$ cat config.mk
export PLATFORM = sky130hd
export DESIGN_NAME = mem_load_unit
export DESIGN_NICKNAME = d
export VERILOG_FILES = /design/src/rtl/mem_load_unit.sv
export SDC_FILE = /design/constraint.sdc
export NUM_CORES = 1
export LEC_CHECK = 0
export ABC_CLOCK_PERIOD_IN_PS = 1950
export CAP_MARGIN = 20
export CORE_MARGIN = 4
export CORE_UTILIZATION = 34
export DETAILED_ROUTE_END_ITERATION = 16
export GPL_ROUTABILITY_DRIVEN = 0
export GPL_TIMING_DRIVEN = 0
export PLACE_DENSITY = 0.83
export SETUP_SLACK_MARGIN = 0.15
export SYNTH_ARGS = -nofsm -noshare
export SYNTH_HDL_FRONTEND = slang
export SYNTH_SLANG_ARGS = --single-unit
$ cat constraint.sdc
create_clock -name clk -period 1.95 [get_ports clk]
set_clock_uncertainty 0.2 [all_clocks]
set_input_delay 0.195 -clock clk [delete_from_list [all_inputs] [get_ports clk]]
set_output_delay 0.195 -clock clk [all_outputs]
set_load 0.02 [all_outputs]
$ cat src/rtl/mem_load_unit.sv
// rtl/mem_load_unit.sv - memory-response stage: waits for a load response, extracts and extends its lane, forwards to decode
// Optional feature macro: MEM_LOAD_MISALIGN_CHK_EN (adds out_excp and misaligned-load trapping)
module mem_load_unit #(
  parameter int DW     = 32,
  parameter int AW     = 32,
  parameter int DEST_W = 5,
  parameter int PC_W   = 32
) (
  input  logic              clk,
  input  logic              reset,
  input  logic              flush,
  input  logic              in_valid,
  output logic              in_allowin,
  input  logic [PC_W-1:0]   in_pc,
  input  logic [AW-1:0]     in_addr,
  input  logic [DW-1:0]     in_alu_result,
  input  logic              in_is_load,
  input  logic [1:0]        in_size,
  input  logic              in_signed,
  input  logic              in_gr_we,
  input  logic [DEST_W-1:0] in_dest,
  input  logic              data_rvalid,
  input  logic [DW-1:0]     data_rdata,
  output logic              out_valid,
  input  logic              out_allowin,
  output logic [PC_W-1:0]   out_pc,
  output logic              out_gr_we,
  output logic [DEST_W-1:0] out_dest,
  output logic [DW-1:0]     out_result,
  output logic              fw_valid,
  output logic              fw_pending,
  output logic [DEST_W-1:0] fw_dest,
  output logic [DW-1:0]     fw_data
`ifdef MEM_LOAD_MISALIGN_CHK_EN
  ,
  output logic              out_excp
`endif
);

  localparam int LANE_W = $clog2(DW / 8);
  localparam logic [DW-1:0] M8  = DW'(8'hFF);
  localparam logic [DW-1:0] M16 = DW'(16'hFFFF);
  localparam logic [DW-1:0] M32 = DW'(32'hFFFF_FFFF);

  typedef enum logic [1:0] {
    S_EMPTY = 2'd0,
    S_WAIT  = 2'd1,
    S_READY = 2'd2,
    S_DRAIN = 2'd3
  } state_t;

  state_t              state_q;
  logic [PC_W-1:0]     pc_q;
  logic [LANE_W-1:0]   lane_q;
  logic [1:0]          size_q;
  logic                signed_q;
  logic                gr_we_q;
  logic [DEST_W-1:0]   dest_q;
  logic [DW-1:0]       result_q;
  logic [DW-1:0]       result_d;
  logic [LANE_W-1:0]   lane_sel;
  logic [DW-1:0]       shifted;
  logic                accept;
  logic                misalign;
  logic                fw_live;
  logic                unused_addr;

  // Only the lane-select bits of the address matter to this stage.
  assign unused_addr = ^in_addr[AW-1:LANE_W];

  assign in_allowin = !flush && ((state_q == S_EMPTY) ||
                                 ((state_q == S_READY) && out_allowin));
  assign accept     = in_valid && in_allowin;

`ifdef MEM_LOAD_MISALIGN_CHK_EN
  logic excp_q;

  // Misaligned loads never issue a bus request; they trap straight to READY.
  always_comb begin
    misalign = in_is_load &&
               (((in_size == 2'd1) && in_addr[0]) ||
                ((in_size == 2'd2) && (in_addr[1:0] != 2'b00)) ||
                ((in_size == 2'd3) && (in_addr[2:0] != 3'b000)));
  end

  assign out_excp = excp_q;
`else
  assign misalign = 1'b0;
`endif

  // Lane extraction: align the lane down to the access size, shift, then extend.
  always_comb begin
    lane_sel = lane_q;
    case (size_q)
      2'd1:    lane_sel = lane_q & ~LANE_W'(1);
      2'd2:    lane_sel = lane_q & ~LANE_W'(3);
      2'd3:    lane_sel = '0;
      default: lane_sel = lane_q;
    endcase
    shifted  = data_rdata >> {lane_sel, 3'b000};
    result_d = data_rdata;
    case (size_q)
      2'd0: begin
        result_d = shifted & M8;
        if (signed_q && shifted[7]) result_d = result_d | ~M8;
      end
      2'd1: begin
        result_d = shifted & M16;
        if (signed_q && shifted[15]) result_d = result_d | ~M16;
      end
      2'd2: begin
        result_d = shifted & M32;
        if (signed_q && shifted[31]) result_d = result_d | ~M32;
      end
      default: result_d = data_rdata;
    endcase
  end

  // Entry FSM and payload registers; accept wins over the per-state hold/drain moves.
  always_ff @(posedge clk) begin
    if (reset) begin
      state_q  <= S_EMPTY;
      pc_q     <= '0;
      lane_q   <= '0;
      size_q   <= '0;
      signed_q <= 1'b0;
      gr_we_q  <= 1'b0;
      dest_q   <= '0;
      result_q <= '0;
`ifdef MEM_LOAD_MISALIGN_CHK_EN
      excp_q   <= 1'b0;
`endif
    end else if (accept) begin
      pc_q     <= in_pc;
      lane_q   <= in_addr[LANE_W-1:0];
      size_q   <= in_size;
      signed_q <= in_signed;
      gr_we_q  <= in_gr_we && !misalign;
      dest_q   <= in_dest;
`ifdef MEM_LOAD_MISALIGN_CHK_EN
      excp_q   <= misalign;
`endif
      if (in_is_load && !misalign) begin
        state_q  <= S_WAIT;
        result_q <= '0;
      end else begin
        state_q  <= S_READY;
        result_q <= in_is_load ? '0 : in_alu_result;
      end
    end else begin
      case (state_q)
        S_EMPTY: state_q <= S_EMPTY;
        S_WAIT: begin
          if (data_rvalid) begin
            if (flush) begin
              state_q <= S_EMPTY;
            end else begin
              state_q  <= S_READY;
              result_q <= result_d;
            end
          end else if (flush) begin
            state_q <= S_DRAIN;
          end
        end
        S_READY: begin
          if (flush || out_allowin) state_q <= S_EMPTY;
        end
        S_DRAIN: begin
          if (data_rvalid) state_q <= S_EMPTY;
        end
        default: state_q <= S_EMPTY;
      endcase
    end
  end

  assign out_valid  = (state_q == S_READY);
  assign out_pc     = pc_q;
  assign out_gr_we  = gr_we_q;
  assign out_dest   = dest_q;
  assign out_result = result_q;

  assign fw_live    = (state_q == S_WAIT) || (state_q == S_READY);
  assign fw_valid   = fw_live && gr_we_q;
  assign fw_pending = (state_q == S_WAIT);
  assign fw_dest    = fw_live ? dest_q : '0;
  assign fw_data    = fw_live ? result_q : '0;

endmodule

## Word level (Yosys, flattened, before mapping)

Index checks and enable logic that the tools add are counted.

| operators by class | value |
|---|---|
| equality and inequality tests | 10 |
| reductions and logical operators | 17 |
| multiplexer cells | 19 |
| shifts and indexed selects | 1 |

Operator list:

| kind | count |
|---|---|
| $mux W32 | 8 |
| $pmux W32 S3 | 1 |
| $shr A32 B5 Y32 | 1 |
| $mux W2 | 7 |
| $eq A2 B2 Y1 const B | 4 |
| $pmux W2 S4 | 1 |
| $logic_and A1 B1 Y1 | 6 |
| $reduce_and A3 Y1 | 2 |
| $mux W5 | 1 |
| $eq A2 B1 Y1 const B | 2 |
| $logic_not A2 Y1 | 2 |
| $ne A4 B3 Y1 const B | 1 |
| $pmux W2 S2 | 1 |
| $reduce_bool A2 Y1 | 2 |
| $logic_or A1 B1 Y1 | 3 |
| $ne A3 B1 Y1 const B | 1 |
| $ne A3 B3 Y1 const B | 1 |
| $ne A2 B1 Y1 const B | 1 |
| $reduce_or A2 Y1 | 1 |
| $logic_not A1 Y1 | 1 |

| word-level totals | value |
|---|---|
| output and inout bits | 111 |
| word-level logic and storage cells | 55 |
| input port bits | 144 |
| bits in registers | 77 |

## Logic depth before layout (Yosys ltp)

Gate-level depths: netlist of the first run.

| depth | value |
|---|---|
| depth in word-level cells | 11 |
| depth in mapped cells | 10 |

## Least setup slack after synthesis of the first run

OpenSTA, ideal clock, no wires.

| timing path | value |
|---|---|
| path kind | register -> register |
| start | reg state_q[0] |
| end | reg state_q[0] |
| period minus slack after synthesis | 2.134 ns |
| stages on the path, launching flop included | 10 |
| setup slack | -0.184 ns |
| required time | 1.616 ns |
| library setup time | 0.134 ns |
| data arrival time | 1.800 ns |
| path through | dfxtp_1 > inv_1 > ha_1 > a21o_1 > and2_1 > buf_2 > buf_4 > buf_4 > a211oi_1 > a211oi_1 |

| between the ends | value |
|---|---|
| longest elaborated chain between the ends | 7 |
| elaborated cells on any way between the ends | 14 |
| those cells by class | eq/ne: 6; mux: 2; reduce/logical: 6 |

Ends and longest elaborated chain:

| element | line | text |
|---|---|---|
| from (decl) | 52 | `state_t state_q;` |
| from (signal assigned) | 122 | `state_q <= S_EMPTY;` |
| from (signal assigned) | 144 | `state_q <= S_WAIT;` |
| from (signal assigned) | 147 | `state_q <= S_READY;` |
| $eq A2 B2 Y1 (*) | n/a |  |
| net out_valid | 24 | `output logic out_valid,` |
| $logic_and A1 B1 Y1 | 72 | `((state_q == S_READY) && out_allowin));` |
| $logic_or A1 B1 Y1 | 71 | `assign in_allowin = !flush && ((state_q == S_EMPTY) \|\|` |
| $logic_and A1 B1 Y1 | 71 |  |
| $logic_and A1 B1 Y1 | 73 | `assign accept = in_valid && in_allowin;` |
| $ne A4 B3 Y1 (no source line) (tied with other cells) | n/a |  |
| $reduce_and A3 Y1 (no source line) | n/a |  |

The timed path passes the listed nets; every way through them passes the cells marked *.
A chain may end at the register's enable or synchronous reset.

## Worst setup path after layout of the first run

| timing path | value |
|---|---|
| start | reg state_q[0] |
| end | reg result_q[15], in the netlist out_result[15] |

| between the ends | value |
|---|---|
| longest elaborated chain between the ends | 7 |
| elaborated cells on any way between the ends | 12 |
| those cells by class | eq/ne: 3; mux: 1; reduce/logical: 8 |

Ends and longest elaborated chain:

| element | line | text |
|---|---|---|
| $eq A2 B2 Y1 | 72 |  |
| $logic_and A1 B1 Y1 | 72 |  |
| $logic_or A1 B1 Y1 | 71 |  |
| $logic_and A1 B1 Y1 | 71 |  |
| $logic_and A1 B1 Y1 | 73 |  |
| $ne A2 B1 Y1 (no source line) / $reduce_bool A2 Y1 (equally long branches) | n/a |  |
| $reduce_and A3 Y1 (no source line) | n/a |  |
| to (signal assigned) | 148 | `result_q <= in_is_load ? '0 : in_alu_result;` |
| to (signal assigned) | 159 | `result_q <= result_d;` |
| to (decl) | 59 | `logic [DW-1:0] result_q;` |

Several ways; a longest one is shown, not always the timed one.

==> out/qor.csv, run 1 <==
stage;metric;value;unit
clock_network;cts_buffers;9;
routing;drt_pass1_iterations;13;
routing;vias;5841;
yosys;synth.largest_area_cell;dfxtp_1;
global_route;antenna_found_initial;0;
yosys;yosys_warnings;0;
status;status;finished, violations left;
final_layout;seq_area;1560;µm²
timing;hold_viol;0;
clock_network;cts_tree;yes;
routing;drc;0;
final_layout;syn_to_final_growth;120;%
placement;pre_cts_slack;-1.17;ns
routing;wirelength;24000;µm
routing;post_drt_via_cell_ratio;6.09;
yosys;synth-simple-area-share;26.9;%
yosys;ys_seq_elements;77;
die;die_w;118;µm
global_route;grt-ovfl-total;0;
timing;post-route-worst-setup-slack;-0.226;ns
yosys;synth_common_cells;nand2_1 (127), dfxtp_1 (77), a21oi_1 (62);
timing;worst_pin_slew;0.797;ns
routing;drt_iter0_markers;678;
setup_path;rr_worst_depth;8;
setup_path;cp_max_fo;10;
die;die-area;13900;µm²
yosys;syn-num-nets;669;
setup_path;arrival;2.23;ns
yosys;synth_area_per_cell;7.91;µm²
timing;min_period;2.18;ns
clock_network;clk_latency;0.34;ns
min_path;holdPathStages;3;
timing;maxSlewHeadroom;46.9;%
routing;wl_per_cell;25.0;µm
routing;ant_nets;0;
global_route;grt_first_pass_wirelength;33800;µm
yosys;synthArstFlopShare;0;%
run;maxCapViolCount;0;
setup_path;cp.required;2.00;ns
clock_network;clockBufferDepth;2;
yosys;synth.most_common_cell;nand2_1;
yosys;synth_ff_type;dfxtp_1;
final_layout;nNetsFinal;960;
yosys;synth_top_family_by_area;simple AND/OR/NAND/NOR gates;
min_path;hold_path.class;in -> reg;
yosys;yosysTopAreaCellShare;37.5;%
die;ios;255;
die;start_util;35.4;%
yosys;synth_area_leaders;dfxtp_1 (37%), nand2_1 (12%), a21oi_1 (7.5%), and2_1 (6.1%), a221oi_1 (3.0%);
pwr;vdd_drop_max;0.000536;V
clock_network;cts-root-buf;clkbuf_16;
final_layout;drive_gt1_share;45.8;%
final_layout;multi_input_area;3400;µm²
clock_network;cts.sinks;77;
setup_path;start_kind;flip-flop;
yosys;ys_types;47;
clock_network;cts_max_level;3;
global_route;grt_start_max_net_pins;15;
yosys;synth_edf_count;0;
yosys;netlist_instances;520;
yosys;synth_fa_ha_area_share;1.52;%
setup_path;worst-setup-path-type;reg -> reg;
timing;hold_slack;0.211;ns
pwr;power;5440;µW
final_layout;fill_cells;695;
yosys;synth_compound_area_share;26.0;%
die;die_y;118;µm
timing;period_share;112;%
status;violations;setup timing;
placement;place_inst;887;
timing;drv_slew;0;
pwr;leakagePower;0.00357;µW
global_route;grt_pass1_vias;6166;
pwr;p_per_area;601;nW/µm²
yosys;yosysSeqAreaShare;37.5;%
final_layout;antenna_cells;0;
die;core_area;11600;µm²
timing;fmax;460;MHz
clock_network;cts_hold_buf;0;
yosys;synthMuxAreaShare;2.68;%
placement;dp_hpwl;14200;µm
yosys;synthXorXnorAreaFrac;0;%
die;rows;39;
setup_path;worstSetupEndpointType;flip-flop;
timing;rsz0062_at_grt;yes;
placement;port_buffers;224;
clock_network;path_clk_slew;0.08;ns
timing;setup_viol;104;
yosys;synth.cell_area;4110;µm²
global_route;grtUsageTotal;30.5;%
final_layout;layoutNonFillerInstCount;959;
[worst max-delay path, cell delays in order (launching register included)]
cell,delay (ns)
dfxtp_4,0.39
buf_6,0.11
ha_4,0.14
nand2_1,0.06
nor2_1,0.22
buf_4,0.28
nor3_1,0.10
or3_1,0.37
a31oi_1,0.19
[metrics by stage]
stage          util (%)  setup TNS (ns)  cell area, µm²
5_1_grt            77.9          -10.87            9050
3_5_place_dp       57.3          -69.59            6650
6_report           77.9           -9.11            9050
3_3_place_gp       57.3          -63.42            6650
2_1_floorplan         -               0            4230
4_1_cts            72.8           -2.71            8450
[cell families after synthesis]
logic type,after synthesis
adders and majority gates,5
buffers and inverters,50
DFF,77
and+or+nand+nor,233
AOI/OAI and AO/OA,149
muxes,6
[power breakdown]
part | internal, µW | switching, µW | total, µW
combinational | 988 | 928 | 1920
sequential | 1670 | 95.6 | 1760
clock | 1000 | 758 | 1760
[sequential cells by signal, indices dropped and copies added, names as in the netlist]
name,cells
out_pc,32
out_result,32
out_dest,5
lane_q,2
size_q,2
state_q,2
out_gr_we,1
signed_q,1
[layout make-up]
type | instances | share of cell area [%]
repair buffers | 280 | 33.8
clock inverters | 6 | 0.760
clock buffers | 10 | 2.53
multi-input cells | 393 | 37.6
plain buffers | 42 | 5.74
inverters | 8 | 0.415
well taps | 143 | 1.98
flip-flops and latches | 77 | 17.2
[final timing paths]
check / slack, ns / endpoint / start
setup reg to reg: -0.23 / out_result[15] / state_q[0]
hold reg to reg: 0.27 / out_pc[18] / out_pc[18]
setup / recovery: -0.23 / out_result[15] / state_q[0]
hold / removal: 0.21 / out_pc[27] / in_pc[27]
[metal layers]
layer	up-vias	routed length [µm]	track usage (%)
met3	152	2570	9.95
met1	2759	8520	33.7
met4	0	1480	14.9
met5	-	0	0
met2	504	11400	52.6
li1	2426	-	-
[cell usage in the layout (no fill, tap or decap), drive strengths merged, types with 3 or more instances in the layout]
cell type / Yosys / final
clkdlybuf4s50: 0 / 176
nand2: 127 / 127
buf: 21 / 112
dfxtp: 77 / 77
a21oi: 65 / 65
and2: 40 / 40
clkbuf: 21 / 35
nor3: 22 / 22
nor2: 18 / 18
o21ai: 16 / 16
a221oi: 14 / 14
inv: 8 / 10
and3: 9 / 9
a211oi: 9 / 9
a21o: 8 / 8
a2111oi: 8 / 8
a22o: 6 / 6
a22oi: 6 / 6
dlygate4sd2: 0 / 5
ha: 5 / 5
mux4: 4 / 4
dlymetal6s2s: 0 / 4
nor2b: 4 / 4
nand3: 4 / 4
o221ai: 4 / 4
a31oi: 3 / 3
[repair_timing]
item / 4_1_cts / 5_1_grt
resized for setup: 482 / 107
setup endpoints to repair: 118 / 119
pin swaps: 55 / 33
cloned: 13 / 3
buffers inserted: 32 / 8
No activity file was read; power rests on OpenSTA's default activity.
==> run 2: changes to the inputs <==
--- a/config.mk
+++ b/config.mk
@@ -8,11 +8,13 @@
 export ABC_CLOCK_PERIOD_IN_PS = 1950
 export CAP_MARGIN = 20
 export CORE_MARGIN = 4
-export CORE_UTILIZATION = 34
+export CORE_UTILIZATION = 35
+export CTS_CLUSTER_DIAMETER = 30
 export DETAILED_ROUTE_END_ITERATION = 16
+export DONT_BUFFER_PORTS = 1
 export GPL_ROUTABILITY_DRIVEN = 0
 export GPL_TIMING_DRIVEN = 0
-export PLACE_DENSITY = 0.83
+export PLACE_DENSITY = 0.56
 export SETUP_SLACK_MARGIN = 0.15
 export SYNTH_ARGS = -nofsm -noshare
 export SYNTH_HDL_FRONTEND = slang
==> out/qor.csv, run 2 (synthesis gave the netlist of run 1 again) <==
stage;metric;value;unit;change
status;status;finished, violations left;;unchanged
status;violations;setup timing;;unchanged
run;maxCapViolCount;0;;unchanged
timing;rsz0062_at_grt;yes;;unchanged
timing;fmax;486;MHz;was 460 MHz
die;rows;39;;unchanged
timing;min_period;2.06;ns;was 2.18 ns
pwr;vdd_drop_max;0.000660;V;was 0.000536 V
global_route;grtUsageTotal;25.6;%;was 30.5%
clock_network;clk_latency;0.35;ns;was 0.34 ns
clock_network;cts_tree;yes;;unchanged
global_route;grt_pass1_vias;4630;;was 6,166
timing;setup_viol;70;;was 104
die;core_area;11500;µm²;was 11,600 µm²
final_layout;nNetsFinal;809;;was 960
placement;port_buffers;0;;was 224
timing;post-route-worst-setup-slack;-0.108;ns;was -0.226 ns
die;start_util;35.9;%;was 35.4%
routing;ant_nets;0;;unchanged
clock_network;cts_buffers;9;;unchanged
timing;hold_viol;0;;unchanged
placement;dp_hpwl;12000;µm;was 14,200 µm
routing;post_drt_via_cell_ratio;5.84;;was 6.09
routing;vias;4717;;was 5,841
global_route;grt_start_max_net_pins;14;;was 15
final_layout;syn_to_final_growth;76.7;%;was 120%
routing;drc;0;;unchanged
final_layout;mostFrequentLayoutCell;dlygate4sd3_1;;was clkdlybuf4s50_1
global_route;antenna_found_initial;0;;unchanged
pwr;power;4910;µW;was 5440 µW
routing;wirelength;19100;µm;was 24,000 µm
timing;period_share;106;%;was 112%
timing;drv_slew;0;;unchanged
pwr;leakagePower;0.00281;µW;was 0.00357 µW
die;die_w;116;µm;was 118 µm
setup_path;cp.required;1.95;ns;was 2.00 ns
pwr;p_per_area;676;nW/µm²;was 601 nW/µm²
clock_network;clockBufferDepth;2;;unchanged
final_layout;drive_gt1_share;41.5;%;was 45.8%
clock_network;cts_max_level;3;;unchanged
min_path;hold_path.class;in -> reg;;unchanged
setup_path;arrival;2.06;ns;was 2.23 ns
setup_path;start_kind;flip-flop;;unchanged
clock_network;path_clk_slew;0.06;ns;was 0.08 ns
final_layout;antenna_cells;0;;unchanged
timing;maxSlewHeadroom;48.9;%;was 46.9%
clock_network;cts.sinks;77;;unchanged
routing;wl_per_cell;23.6;µm;was 25.0 µm
setup_path;worstSetupEndpointType;flip-flop;;unchanged
routing;drt_pass1_iterations;5;;was 13
clock_network;cts-root-buf;clkbuf_16;;unchanged
die;die-area;13500;µm²;was 13,900 µm²
timing;setup_tns;-2.95;ns;was -9.11 ns
die;die_y;116;µm;was 118 µm
global_route;grt_first_pass_wirelength;26200;µm;was 33,800 µm
clock_network;cts_hold_buf;91;;was 0
global_route;grt-ovfl-total;0;;unchanged
setup_path;cp_max_fo;5;;was 10
final_layout;final_cell_mix;dlygate4sd3_1 (91), nand2_1 (87), dfxtp_1 (73);;was clkdlybuf4s50_1 (176), nand2_1 (75), dfxtp_1 (72)
timing;worst_pin_slew;0.766;ns;was 0.797 ns
setup_path;worst-setup-path-type;reg -> reg;;unchanged
routing;drt_iter0_markers;399;;was 678
die;ios;255;;unchanged
-- run 2: cell types whose count changed in the layout (fill, tap and decap cells not counted), sizes merged, moves of 4 or more --
cell           delta
clkdlybuf4s50   -176
dlygate4sd3      +91
dlymetal6s2s      -4
buf              -55
dlygate4sd2       -5
-- run 2: path summary, 6_finish.rpt --
path / startpoint / end / slack, ns / cells past startpoint
max: state_q[0] / state_q[1] / -0.11 / 8
min: data_rvalid / state_q[0] / 0.005 / 3
max reg2reg: state_q[0] / state_q[1] / -0.11 / 8
min reg2reg: signed_q / signed_q / 0.32 / 2
-- run 2: timing repair --
action,4_1_cts,5_1_grt
pin swaps,24,41
endpoints found under the hold margin,77,1
gates cloned,3,5
endpoints found under the setup margin,116,116
resized for setup,179,149
setup buffers,22,8
-- run 2: per-stage QoR --
step	hold WS [ns]	setup WS [ns]	instances	area, µm²	utilization [%]
3_5_place_dp	0.135	-0.819	663	4410	38.4
4_1_cts	0.00475	-0.0540	795	6430	56.1
5_1_grt	0.00987	-0.179	808	7270	63.4
6_report	0.00454	-0.108	808	7270	63.4
2_1_floorplan	0.125	0.0975	520	4230	-
3_3_place_gp	0.132	-0.757	663	4410	38.4
-- run 2: area by class of cell --
cell class	count	area (µm²)
fill	900	4200
sequential	77	1550
clock inverter	5	58.8
timing repair buffer	129	1440
tap	143	179
inverter	8	37.5
buffer	42	442
clock buffer	11	253
multi-input combinational	393	3310
-- run 2: power by group --
group | leakage, µW | total (µW) | switching, µW | internal, µW
Sequential | 0.000631 | 1880 | 209 | 1670
Clock | 0.000148 | 1770 | 706 | 1060
Combinational | 0.00204 | 1260 | 630 | 632
Total | 0.00281 | 4910 | 1550 | 3360
-- run 2: routing by layer --
| layer | global-route usage, % | part of all wire [%] | vias up |
|---|---|---|---|
| li1 | - | - | 2127 |
| met3 | 9.22 | 10 | 46 |
| met4 | 10.5 | 3.1 | 0 |
| met5 | 0 | 0 | - |
| met1 | 29.5 | 36 | 2255 |
| met2 | 43.1 | 51 | 289 |
-- run 2: critical path: stages (launching register included) --
cell and delay (ns):
dfxtp_4 0.38, inv_6 0.05, ha_4 0.19, a21o_1 0.20, and2_4 0.15, buf_8 0.13, o32ai_4 0.37, buf_4 0.18
a211oi_2 0.06
==> run 3: changes to the inputs <==
--- a/config.mk
+++ b/config.mk
@@ -5,6 +5,7 @@
 export SDC_FILE = /design/constraint.sdc
 export NUM_CORES = 1
 export LEC_CHECK = 0
+export ABC_AREA = 1
 export ABC_CLOCK_PERIOD_IN_PS = 1950
 export CAP_MARGIN = 20
 export CORE_MARGIN = 4
==> out/qor.csv, run 3 <==
stage;metric;value;unit;change
status;status;finished, violations left;;unchanged
status;violations;setup timing;;unchanged
global_route;grt_start_max_net_pins;17;;was 14
clock_network;cts_tree;yes;;unchanged
setup_path;arrival;1.57;ns;was 2.06 ns
final_layout;drive_gt1_share;32.8;%;was 41.5%
yosys;synth.most_common_cell;nand2_1;;unchanged
yosys;yosysTopAreaCellShare;33.8;%;was 37.5%
final_layout;final_cell_mix;nand2_1 (135), dlygate4sd3_1 (98), nand3_1 (86);;was dlygate4sd3_1 (91), nand2_1 (87), dfxtp_1 (73)
final_layout;finalCoreUtilization;60.6;%;was 63.4%
timing;drv_slew;0;;unchanged
pwr;switchingPower;1850;µW;was 1550 µW
min_path;worst_hold_path.endpoint;out_result[2];;was state_q[0]
timing;setup_tns;-0.129;ns;was -2.95 ns
setup_path;worstSetupEndpointType;output port;;was flip-flop
timing;post-route-worst-setup-slack;-0.0167;ns;was -0.108 ns
die;die_y;122;µm;was 116 µm
yosys;synth_area_per_cell;6.31;µm²;was 7.91 µm²
timing;min_period;1.97;ns;was 2.06 ns
setup_path;r2r_end;out_result[30];;was state_q[1]
setup_path;cpPeakStageDelay;0.39;ns;was 0.38 ns
placement;dp_hpwl;13600;µm;was 12,000 µm
die;start_util;36.0;%;was 35.9%
setup_path;start_kind;flip-flop;;unchanged
clock_network;cts.sinks;77;;unchanged
routing;post_drt_via_cell_ratio;5.30;;was 5.84
final_layout;syn_to_final_growth;68.4;%;was 76.7%
clock_network;path_clk_slew;0.07;ns;was 0.06 ns
setup_path;rr_worst_depth;11;;was 8
pwr;vdd_drop_max;0.000460;V;was 0.000660 V
pwr;power_frac_comb;30.3;%;was 25.7%
pwr;power.internal;3310;µW;was 3360 µW
timing;setup_viol;15;;was 70
routing;drc;0;;unchanged
clock_network;clockBufferDepth;2;;unchanged
yosys;synthArstFlopShare;0;%;unchanged
final_layout;nNetsFinal;1015;;was 809
setup_path;critical_path.cell_chain;inv_4 -> ha_4 -> clkbuf_16 -> clkbuf_16 -> nand2_4 -> inv_4;;was inv_6 -> ha_4 -> a21o_1 -> and2_4 -> buf_8 -> o32ai_4 -> buf_4 -> a211oi_2
timing;maxSlewHeadroom;46.5;%;was 48.9%
setup_path;cpLargestDelayFamily;buffers and inverters;;was compound AO/OA/AOI/OAI gates
setup_path;cpMaxStageDelayCell;dfxtp_4;;unchanged
routing;drt_iter0_markers;339;;was 399
run;maxCapViolCount;0;;unchanged
yosys;synth_area_leaders;dfxtp_1 (34%), nand2_1 (15%), nand3_1 (10%), o21ai_0 (8.8%), inv_1 (8.7%);;was dfxtp_1 (37%), nand2_1 (12%), a21oi_1 (7.5%), and2_1 (6.1%), a221oi_1 (3.0%)
routing;wirelength;20900;µm;was 19,100 µm
min_path;holdPathStages;4;;was 3
clock_network;cts-root-buf;clkbuf_16;;unchanged
routing;wl_per_cell;20.0;µm;was 23.6 µm
clock_network;cts_buffers;9;;unchanged
global_route;grt_first_pass_wirelength;28900;µm;was 26,200 µm
timing;worst_pin_slew;0.803;ns;was 0.766 ns
timing;period_share;101;%;was 106%
global_route;grt_pass1_vias;5305;;was 4,630
yosys;ys_types;26;;was 47
yosys;yosysSeqAreaShare;33.8;%;was 37.5%
routing;ant_nets;0;;unchanged
routing;drt_pass1_iterations;6;;was 5
setup_path;cp_max_fo;7;;was 5
timing;rsz0062_at_grt;yes;;unchanged
global_route;antenna_found_initial;0;;unchanged
global_route;grt-ovfl-total;0;;unchanged
yosys;netlist_instances;722;;was 520
final_layout;mostFrequentLayoutCell;nand2_1;;was dlygate4sd3_1
yosys;synth_edf_count;0;;unchanged
yosys;synth_ff_type;dfxtp_1;;unchanged
setup_path;worst-setup-path-type;reg -> out;;was reg -> reg
yosys;synth.cell_area;4560;µm²;was 4110 µm²
die;die-area;14900;µm²;was 13,500 µm²
min_path;min_from;data_rdata[10];;was data_rvalid
yosys;ys_seq_elements;77;;unchanged
setup_path;r2r-start;state_q[0];;unchanged
pwr;p_sw_share;35.9;%;was 31.5%
yosys;yosys_warnings;0;;unchanged
setup_path;r2r_slack;0.02;ns;was -0.11 ns
setup_path;critical_path_buf_inv_count;4;;was 3
clock_network;clk_latency;0.34;ns;was 0.35 ns
pwr;seqPwrFrac;37.9;%;was 38.3%
timing;fmax;508;MHz;was 486 MHz
pwr;p_per_area;672;nW/µm²;was 676 nW/µm²
clock_network;cts_max_level;3;;unchanged
pwr;leakagePower;0.00355;µW;was 0.00281 µW
routing;vias;5533;;was 4,717
min_path;hold_path.class;in -> reg;;unchanged
global_route;grtUsageTotal;25.2;%;was 25.6%
yosys;syn-num-nets;871;;was 669
die;rows;41;;was 39
die;core_area;12700;µm²;was 11,500 µm²
pwr;pwr-share-clk;31.8;%;was 36.0%
yosys;synth_common_cells;nand2_1 (181), inv_1 (106), nand3_1 (92);;was nand2_1 (127), dfxtp_1 (77), a21oi_1 (62)
yosys;synth.largest_area_cell;dfxtp_1;;unchanged
timing;hold_viol;0;;unchanged
die;ios;255;;unchanged
setup_path;cp.required;1.55;ns;was 1.95 ns
die;die_w;122;µm;was 116 µm
placement;port_buffers;0;;unchanged
## run 3: cell count changes after synthesis, moves of 7 or more
cell / previous run / this run
buf_2: 15 / 6
and2_1: 40 / 3
nor3_1: 20 / 0
inv_1: 8 / 106
o21ai_0: 16 / 80
a2111oi_2: 7 / 0
and3_1: 9 / 0
nand2_1: 127 / 181
nand3_1: 4 / 92
a211oi_1: 9 / 0
buf_1: 2 / 11
a21o_1: 8 / 0
a221oi_1: 14 / 0
buf_6: 0 / 7
## run 3: worst min-delay path, cell delays in order
cell     delay (ns)
nand2_1        0.04
nand3_1        0.10
nand3_2        0.09
a31oi_1        0.07
## run 3: final cells by class
class	count	area, µm²
plain buffers	51	592
clock buffers	9	225
repair buffers	131	1480
diodes	1	2.50
flip-flops and latches	77	1550
clock inverters	7	63.8
fillers	1132	5000
multi-input cells	486	3080
well taps	172	215
inverters	110	464
## run 3: repair_timing
item | in CTS | in global routing
pin swaps | 14 | 29
resized for setup | 189 | 205
gates cloned | 8 | 12
buffers inserted | 13 | 2
endpoints found under the hold margin | 76 | 1
hold buffers | 97 | 1
endpoints found under the setup margin | 116 | 116
## run 3: cell families after synthesis
kind of cell	synth area share, %
DFF	33.8
and+or+nand+nor	30.4
adders and majority gates	1.37
buffers and inverters	14.6
AOI/OAI and AO/OA	19.8
## run 3: power by group through the flow
stage                     Sequential [µW]  Combinational (µW)  Clock, µW
after floorplan                      1910                 603          0
after global placement               1950                 789          0
after detailed placement             1950                 805          0
after CTS                            1920                1250       1680
after global routing                 1960                1670       1740
final                                1950                1560       1640
## run 3: per-layer routing
metal	GRT usage (%)	routed length, µm	vias up
met2	42.8	10400	292
met4	10.8	551	0
met1	29.4	8040	2584
met3	7.71	1940	45
met5	0	0	-
li1	-	-	2612
## run 3: how the worst max path moves through the flow
stage                          start     endpoint  slack, ns  cells past startpoint
final                     state_q[1]  fw_data[14]      -0.02                      6
after CTS                 state_q[0]   in_allowin      0.004                      6
after floorplan           state_q[0]   out_pc[24]       0.17                      9
after global placement    state_q[1]   out_pc[29]      -0.30                      9
after global routing      state_q[1]  fw_data[20]      -0.06                      6
after detailed placement  state_q[1]   out_pc[30]      -0.34                      9
## run 3: through the flow
step | total power, µW | hold slack, ns | worst slack, ns | area (µm²) | instances
finish | 5150 | 0.00865 | -0.0167 | 7670 | 1044
global route | 5370 | 0.0277 | -0.0582 | 7670 | 1043
CTS | 4850 | 0.00323 | 0.00352 | 6780 | 1028
detailed placement | 2760 | 0.169 | -0.339 | 4790 | 894
global placement | 2740 | 0.166 | -0.296 | 4790 | 894
floorplan | 2520 | 0.160 | 0.167 | 4580 | 722
